===== src/rtl/seg_bcd_converter.sv =====
// seg_bcd_converter
// Sequential shift-and-add-3 (double dabble) binary-to-BCD converter feeding
// the four-digit seven-segment driver. A 16-bit unsigned value is accepted on
// VALID while idle. After a fixed 17-clock latency, four packed BCD digits
// appear on BCD together with a one-cycle DONE pulse.
// Values above 9999 cannot be shown in four decimal digits. For these values
// OVF is raised and a fixed pattern replaces the digits.
// Build option: define SEG_BCD_SATURATE_EN to clamp overflowed results to
// 16'h9999 instead of the default 16'hFFFF error pattern.

module seg_bcd_converter (
  input  logic        CLK,
  input  logic        RST,
  input  logic [15:0] BIN,
  input  logic        VALID,
  output logic        BUSY,
  output logic        DONE,
  output logic [15:0] BCD,
  output logic        OVF
);

  typedef enum logic [1:0] {
    IDLE   = 2'd0,
    CONV   = 2'd1,
    FINISH = 2'd2
  } state_t;

  localparam logic [15:0] MaxDecimal = 16'd9999;
  localparam logic [4:0]  LastIter   = 5'd15;

`ifdef SEG_BCD_SATURATE_EN
  localparam logic [15:0] OvfPattern = 16'h9999;
`else
  localparam logic [15:0] OvfPattern = 16'hFFFF;
`endif

  state_t      state_q, state_d;
  logic [4:0]  iterCnt_q, iterCnt_d;
  logic [15:0] shiftReg_q, shiftReg_d;
  logic [15:0] scratch_q, scratch_d;
  logic        ovfPending_q, ovfPending_d;
  logic [15:0] bcd_q, bcd_d;
  logic        ovf_q, ovf_d;
  logic        done_q, done_d;
  logic [15:0] adjusted;

  // A digit of 5 or more would exceed 9 after doubling, so add 3 before the shift.
  // Any carry out of the nibble is dropped; legal inputs never produce one.
  function automatic logic [3:0] addThree(input logic [3:0] nib);
    return (nib >= 4'd5) ? (nib + 4'd3) : nib;
  endfunction

  // Correct all four scratch digits in parallel, using their pre-shift values.
  always_comb begin
    adjusted = {addThree(scratch_q[15:12]), addThree(scratch_q[11:8]),
                addThree(scratch_q[7:4]),   addThree(scratch_q[3:0])};
  end

  // Next-state and datapath control for IDLE -> CONV (16 iterations) -> FINISH.
  always_comb begin
    state_d      = state_q;
    iterCnt_d    = iterCnt_q;
    shiftReg_d   = shiftReg_q;
    scratch_d    = scratch_q;
    ovfPending_d = ovfPending_q;
    bcd_d        = bcd_q;
    ovf_d        = ovf_q;
    done_d       = 1'b0;

    unique case (state_q)
      IDLE: begin
        if (VALID) begin
          shiftReg_d   = BIN;
          scratch_d    = 16'h0000;
          ovfPending_d = (BIN > MaxDecimal);
          iterCnt_d    = 5'd0;
          state_d      = CONV;
        end
      end

      CONV: begin
        {scratch_d, shiftReg_d} = {adjusted, shiftReg_q} << 1;
        iterCnt_d = iterCnt_q + 5'd1;
        if (iterCnt_q == LastIter) begin
          state_d = FINISH;
        end
      end

      FINISH: begin
        bcd_d   = ovfPending_q ? OvfPattern : scratch_q;
        ovf_d   = ovfPending_q;
        done_d  = 1'b1;
        state_d = IDLE;
      end

      default: begin
        state_d = IDLE;
      end
    endcase
  end

  // State and datapath registers. Reset aborts any conversion in flight.
  always_ff @(posedge CLK) begin
    if (RST) begin
      state_q      <= IDLE;
      iterCnt_q    <= 5'd0;
      shiftReg_q   <= 16'h0000;
      scratch_q    <= 16'h0000;
      ovfPending_q <= 1'b0;
      bcd_q        <= 16'h0000;
      ovf_q        <= 1'b0;
      done_q       <= 1'b0;
    end else begin
      state_q      <= state_d;
      iterCnt_q    <= iterCnt_d;
      shiftReg_q   <= shiftReg_d;
      scratch_q    <= scratch_d;
      ovfPending_q <= ovfPending_d;
      bcd_q        <= bcd_d;
      ovf_q        <= ovf_d;
      done_q       <= done_d;
    end
  end

  assign BUSY = (state_q != IDLE);
  assign DONE = done_q;
  assign BCD  = bcd_q;
  assign OVF  = ovf_q;

endmodule


===== config.mk =====
export PLATFORM = sky130hd
export DESIGN_NAME = seg_bcd_converter
export DESIGN_NICKNAME = d
export VERILOG_FILES = /design/src/rtl/seg_bcd_converter.sv
export SDC_FILE = /design/constraint.sdc
export NUM_CORES = 1
export LEC_CHECK = 0
export BUFFER_PORTS_ARGS = -buffer_cell sky130_fd_sc_hd__buf_4
export CAP_MARGIN = 30
export CORE_UTILIZATION = 61
export DETAILED_ROUTE_END_ITERATION = 12
export PLACE_DENSITY = 0.87
export SLEW_MARGIN = 0
export SYNTH_ARGS = -nofsm -noshare
export SYNTH_HDL_FRONTEND = slang
export SYNTH_SLANG_ARGS = --single-unit

===== constraint.sdc =====
create_clock -name CLK -period 2.9 [get_ports CLK]
set_input_delay 0.725 -clock CLK [delete_from_list [all_inputs] [get_ports CLK]]
set_output_delay 0.725 -clock CLK [all_outputs]
set_load 0.1 [all_outputs]

==> qor.csv, run 1 <==
stage,metric,value,unit
floorplanning,full die area,4720,um^2
power,"IR drop worst, VDD",0.000561,V
routing,vias,2386,
synth,Synth Register Bits,58,
sta,hold slack final,0.472,ns
floorplanning,I/O Pins,38,
floorplanning,Die W,68.7,um
floorplanning,initial core utilization,0.655,
routing,initial DRC count,169,
finish,Antenna Cells,0,
grt,met3 Use GR,0.0707,
sta,RSZ-0062 raised after global routing,no,
synth,ys async rst share,0,
placement,Cells after DPL,395,
sta,Worst-Margin Slew,0.743,ns
sta,Max Slew Vio Count,0,
sta,final setup fails,0,
sta,Post-Route Setup TNS,0,ns
sta,f_max,421,MHz
grt,vias in the first global route,2194,
synth,Synth area leader,dfxtp_1,
worst_setup_path,Setup crit end kind,output port,
routing,final antenna-violating net count,0,
synth,"EDFF count, synth",0,
finish,nets,385,
synth,Mapped Cells,330,
flow_run,number of max-cap violations,0,
clock_network,Worst-path clk slew,0.06,ns
finish,share of cells above drive strength 1,0.167,
clock_network,cts bufs inserted,9,
routing,DR vias/cell,5.82,
finish,Area Growth Syn to Fin,17.4,%
worst_setup_path,crit path launch type,register,
synth,most frequent cell after synthesis,nor2_1,
clock_network,Clk Tree Root Cell,clkbuf_8,
synth,post-synthesis sequential area ratio,0.428,
finish,final std cells w/o fill,410,
worst_setup_path,"Req. time, crit path",2.17,ns
clock_network,CTS Buffer Depth,2,
grt,initial antenna violation count,0,
synth,Avg Inst Size Synth,8.22,um^2
routing,DRC viols,0,
worst_setup_path,worst path arrival time,1.65,ns
floorplanning,core area,4140,um^2
sta,Max transition margin,0.504,
power,switch share,0.234,
placement,Post-DP HPWL,3890,um
synth,"top cells by count, synth","83 x nor2_1, 58 x dfxtp_1, 27 x a21oi_1",
placement,RD Place Congestion,0.871,
grt,largest net degree at the start of global routing,49,
grt,GRT overflow,0,
floorplanning,chip height,68.7,um
power,P per Cell Area,605,nW/um^2
routing,WL per Instance,14.6,um
synth,Netlist Area Pre-Place,2710,um^2
grt,global-route wire length before repair,9610,um
power,Clk pwr share,0.472,
synth,post-synth top area share,0.428,
hold_path,worst hold path type,register to register,
clock_network,post-cts sizing count,0,
placement,PortBufs,37,
floorplanning,std cell rows,23,
synth,Syn Nets,359,
routing,total wire length,5990,um
clock_network,clk sinks,58,
clock_network,hold buffer count at cts,0,
power,Leakage,1.31,nW
finish,Final Core Density,0.769,
sta,Worst Skew,0.00446,ns
worst_setup_path,critical path class,register to output port,
sta,min cycle time layout,2.38,ns
synth,"top cells by area, synth","dfxtp_1 43%, nor2_1 11%, a21oi_1 5.0%, ha_1 4.6%, nor2b_1 3.9%",
clock_network,Setup Buffers After CTS,0,
power,Comb pwr share,0.088,
grt,GRT Total Usage,0.285,
grt,GRT met1 Usage,0.330,
status,outcome,completed,
routing,first-pass detailed-route iteration total,4,
synth,"Top FF cell, synth",dfxtp_1,
clock_network,CTS tree,done,
clock_network,clock latency on the worst-skew pair,0.34,ns
grt,met2 GRT Util,0.464,
grt,grt peak-use layer,met2,
sta,Tcrit/Tclk final,0.820,
power,switching power,0.000450,W
synth,yosys warns,0,
clock_network,# H-tree levels,3,
sta,"Hold Vio Cnt, Final",0,
power,Cell Int Power,0.00148,W
synth,distinct cell type count after synthesis,37,
power,register share of total power,0.440,
worst_setup_path,Crit Path Max Fanout,22,
state kept, by name, indices dropped and copies added (netlist names):
name          cells
ovfPending_q      1
OVF               1
BCD              16
DONE              1
shiftReg_q       16
iterCnt_q         5
scratch_q        16
state_q           2
cells by family (layout without fill, tap and decap cells):
kind of cell | Yosys count | in the layout | synth area share
and+or+nand+nor | 146 | 146 | 0.253
AOI/OAI and AO/OA | 68 | 68 | 0.166
DFF | 58 | 58 | 0.428
buffers and inverters | 35 | 65 | 0.0618
adders and majority gates | 10 | 10 | 0.0461
xor gates and xnor gates | 7 | 7 | 0.0226
muxes | 6 | 6 | 0.0226
layout make-up:
cell class | instances | area (um^2)
Tap cell | 50 | 62.6
Clock inverter | 5 | 103
Clock buffer | 10 | 138
Timing Repair Buffer | 39 | 293
Sequential cell | 58 | 1160
Inverter | 11 | 41.3
Fill cell | 317 | 958
Multi-Input combinational cell | 237 | 1390
routing by layer:
layer  up-vias  routed length [um]
li1       1183                   -
met1      1108                2600
met2        75                2930
met3        20                 274
met4         0                 189
met5         -                   0
layout by cell type, fill, tap and decap left out, types with 2 or more instances in the layout:
master / Yosys / layout
nor2_1: 83 / 83
mux2i_1: 5 / 5
nor3_1: 20 / 20
a211oi_1: 9 / 9
clkbuf_8: 0 / 10
buf_4: 4 / 39
o21ai_0: 9 / 9
nand3_1: 8 / 8
nor2b_1: 17 / 16
inv_1: 10 / 10
bufinv_16: 0 / 3
dfxtp_1: 58 / 58
a22o_1: 11 / 11
nand2b_1: 5 / 5
ha_1: 10 / 10
a311oi_1: 8 / 8
nand2_1: 3 / 3
xor2_1: 3 / 3
xnor2_1: 4 / 4
a21oi_1: 27 / 27
nand4_1: 2 / 2
worst max-delay path: stages (launching register included):
cell     delay, ns
dfxtp_1       0.80
nor2_1        0.14
inv_1         0.09
buf_4         0.28
power groups by stage:
| stage | registers [W] | logic (W) | clock network [W] |
|---|---|---|---|
| floorplan | 0.000852 | 0.000137 | 0 |
| finish | 0.000847 | 0.000170 | 0.000910 |
| global route | 0.000851 | 0.000191 | 0.000949 |
| global placement | 0.000863 | 0.000165 | 0 |
| CTS | 0.000847 | 0.000170 | 0.000918 |
| detailed placement | 0.000864 | 0.000168 | 0 |
final timing paths:
| path | from | end | slack (ns) | depth (start not counted) |
|---|---|---|---|---|
| setup reg to reg | state_q[0]$_SDFFE_PP0P_ | scratch_q[10]$_SDFFE_PP0P_ | 0.71 | 4 |
| hold / removal | shiftReg_q[15]$_SDFFE_PP0P_ | scratch_q[0]$_SDFFE_PP0P_ | 0.47 | 2 |
| hold reg to reg | shiftReg_q[15]$_SDFFE_PP0P_ | scratch_q[0]$_SDFFE_PP0P_ | 0.47 | 2 |
| setup / recovery | state_q[1]$_SDFFE_PP0P_ | BUSY | 0.52 | 3 |
stage by stage:
stage | instance area (um^2) | worst slack [ns] | power, W
after floorplan | 2710 | 0.934 | 0.000989
after global placement | 2950 | 0.572 | 0.00103
after detailed placement | 2950 | 0.550 | 0.00103
after CTS | 3190 | 0.531 | 0.00194
after global routing | 3190 | 0.379 | 0.00199
final | 3190 | 0.523 | 0.00193
Power figures use the tool's default switching activity.
==> inputs of run 2 (changes only) <==
--- a/config.mk
+++ b/config.mk
@@ -7,9 +7,9 @@
 export LEC_CHECK = 0
 export BUFFER_PORTS_ARGS = -buffer_cell sky130_fd_sc_hd__buf_4
 export CAP_MARGIN = 30
-export CORE_UTILIZATION = 61
+export CORE_UTILIZATION = 57
 export DETAILED_ROUTE_END_ITERATION = 12
-export PLACE_DENSITY = 0.87
+export PLACE_DENSITY = 0.82
 export SLEW_MARGIN = 0
 export SYNTH_ARGS = -nofsm -noshare
 export SYNTH_HDL_FRONTEND = slang
==> constraint.sdc (replaced) <==
create_clock -name CLK -period 2.42 [get_ports CLK]
set_input_delay 0.605 -clock CLK [delete_from_list [all_inputs] [get_ports CLK]]
set_output_delay 0.605 -clock CLK [all_outputs]
set_load 0.1 [all_outputs]
==> qor.csv, run 2 (synthesis gave the netlist of run 1 again) <==
stage,metric,value,unit,change
clock_network,# H-tree levels,3,,unchanged
floorplanning,core area,4470,um^2,+8.0%
floorplanning,chip height,71,um,+3.3%
routing,WL per Instance,13.6,um,-6.8%
power,Leakage,1.32,nW,+0.50%
worst_setup_path,Crit Path Max Fanout,11,,-50%
floorplanning,Die W,71,um,+3.3%
clock_network,Clk Tree Root Cell,clkbuf_8,,
status,violated checks,DRC,,
worst_setup_path,worst path arrival time,1.37,ns,-0.28 ns
clock_network,CTS Buffer Depth,2,,unchanged
worst_setup_path,"Req. time, crit path",1.81,ns,-0.36 ns
hold_path,worst hold path type,register to register,,
power,total power,0.00212,W,+10%
grt,largest net degree at the start of global routing,49,,unchanged
sta,RSZ-0062 raised after global routing,no,,
routing,vias,2292,,-3.9%
clock_network,cts bufs inserted,9,,unchanged
sta,Tcrit/Tclk final,0.815,,
finish,nets,389,,+1.0%
clock_network,post-cts sizing count,0,,unchanged
sta,Worst-Margin Slew,0.752,ns,+0.00902 ns
clock_network,clk sinks,58,,unchanged
grt,vias in the first global route,2090,,-4.7%
worst_setup_path,CP startpoint,state_q[1]$_SDFFE_PP0P_,,
clock_network,hold buffer count at cts,0,,unchanged
routing,first-pass detailed-route iteration total,9,,+5
sta,Post-Route Setup TNS,0,ns,unchanged
worst_setup_path,critical path class,register to output port,,
routing,final antenna-violating net count,0,,unchanged
finish,Area Growth Syn to Fin,17.2,%,
sta,f_max,507,MHz,
sta,final setup fails,0,,unchanged
clock_network,clock latency on the worst-skew pair,0.33,ns,about the same
worst_setup_path,Setup crit end kind,output port,,
power,P per Cell Area,668,nW/um^2,+10%
routing,initial DRC count,198,,+17%
floorplanning,I/O Pins,38,,unchanged
finish,"most common cell after layout, fill and taps aside",nor2_1,,
placement,PortBufs,37,,unchanged
routing,DR vias/cell,5.50,,-5.6%
sta,"Hold Vio Cnt, Final",0,,unchanged
routing,total wire length,5680,um,-5.2%
sta,Max Slew Vio Count,0,,unchanged
sta,Max transition margin,0.497,,-0.00719
clock_network,Setup Buffers After CTS,0,,unchanged
sta,min cycle time layout,1.97,ns,
placement,Post-DP HPWL,3850,um,-0.96%
grt,initial antenna violation count,0,,unchanged
grt,global-route wire length before repair,9550,um,-0.65%
sta,Worst Skew,0.00365,ns,-0.000804 ns
hold_path,HP Start,shiftReg_q[15]$_SDFFE_PP0P_,,
worst_setup_path,reg2reg start,state_q[1]$_SDFFE_PP0P_,,
status,outcome,"complete, but fails checks",,
routing,DRC viols,4,,+4
flow_run,number of max-cap violations,0,,unchanged
clock_network,CTS tree,done,,
finish,Antenna Cells,0,,unchanged
grt,GRT Total Usage,0.245,,-0.0400
floorplanning,std cell rows,24,,+4.3%
grt,GRT overflow,0,,unchanged
worst_setup_path,crit path launch type,register,,
floorplanning,initial core utilization,0.607,,-0.0483
finish,Final Core Density,0.711,,-0.0576
finish,share of cells above drive strength 1,0.178,,+0.0114
power,"IR drop worst, VDD",0.000409,V,-27%
floorplanning,full die area,5040,um^2,+6.8%
finish,most frequent cells in the layout,"83 x nor2_1, 58 x dfxtp_1, 43 x buf_4, 27 x a21oi_1, 20 x nor3_1",,
clock_network,Worst-path clk slew,0.07,ns,about the same
placement,RD Place Congestion,0.779,,-11%
[run 2: changes by cell type in the layout (fill, tap and decap cells not counted)]
cell,previous run,this run
clkbuf_8,10,11
buf_4,39,43
bufinv_16,3,1
clkinv_2,1,3
[run 2: critical path, cell delays in order (launching register included)]
cell and delay (ns):
dfxtp_1 0.53, nor2_1 0.14, inv_1 0.08, buf_4 0.28
[run 2: through the flow]
step	instance area [um^2]	setup slack, ns	hold WS, ns	instances
6_report	3180	0.448	0.476	417
5_1_grt	3180	0.378	0.508	417
4_1_cts	3180	0.439	0.472	417
3_5_place_dp	2980	0.596	0.455	401
3_3_place_gp	2980	0.610	0.445	401
2_1_floorplan	2710	0.574	0.432	330
[run 2: final timing paths]
path | depth (start not counted) | end | slack (ns)
setup / recovery | 3 | BUSY | 0.45
hold reg to reg | 2 | scratch_q[0]$_SDFFE_PP0P_ | 0.48
setup reg to reg | 4 | scratch_q[12]$_SDFFE_PP0P_ | 0.75
hold / removal | 2 | scratch_q[0]$_SDFFE_PP0P_ | 0.48
[run 2: power breakdown]
part / switching, W / internal, W
registers: 0.0000245 / 0.000987
logic: 0.000128 / 0.0000839
clock network: 0.000376 / 0.000526
total: 0.000528 / 0.00160
[run 2: layer usage]
metal,track usage,part of all wire
met3,0.0641,0.039
met1,0.298,0.45
met2,0.418,0.50
met4,0.0933,0.0097
met5,0,0
[run 2: area by class of cell]
type	count	area, um^2
Fill cell	382	1290
Timing Repair Buffer	43	323
Clock inverter	5	52.6
Multi-Input combinational cell	237	1390
Tap cell	52	65.1
Clock buffer	11	151
Sequential cell	58	1160
Inverter	11	41.3
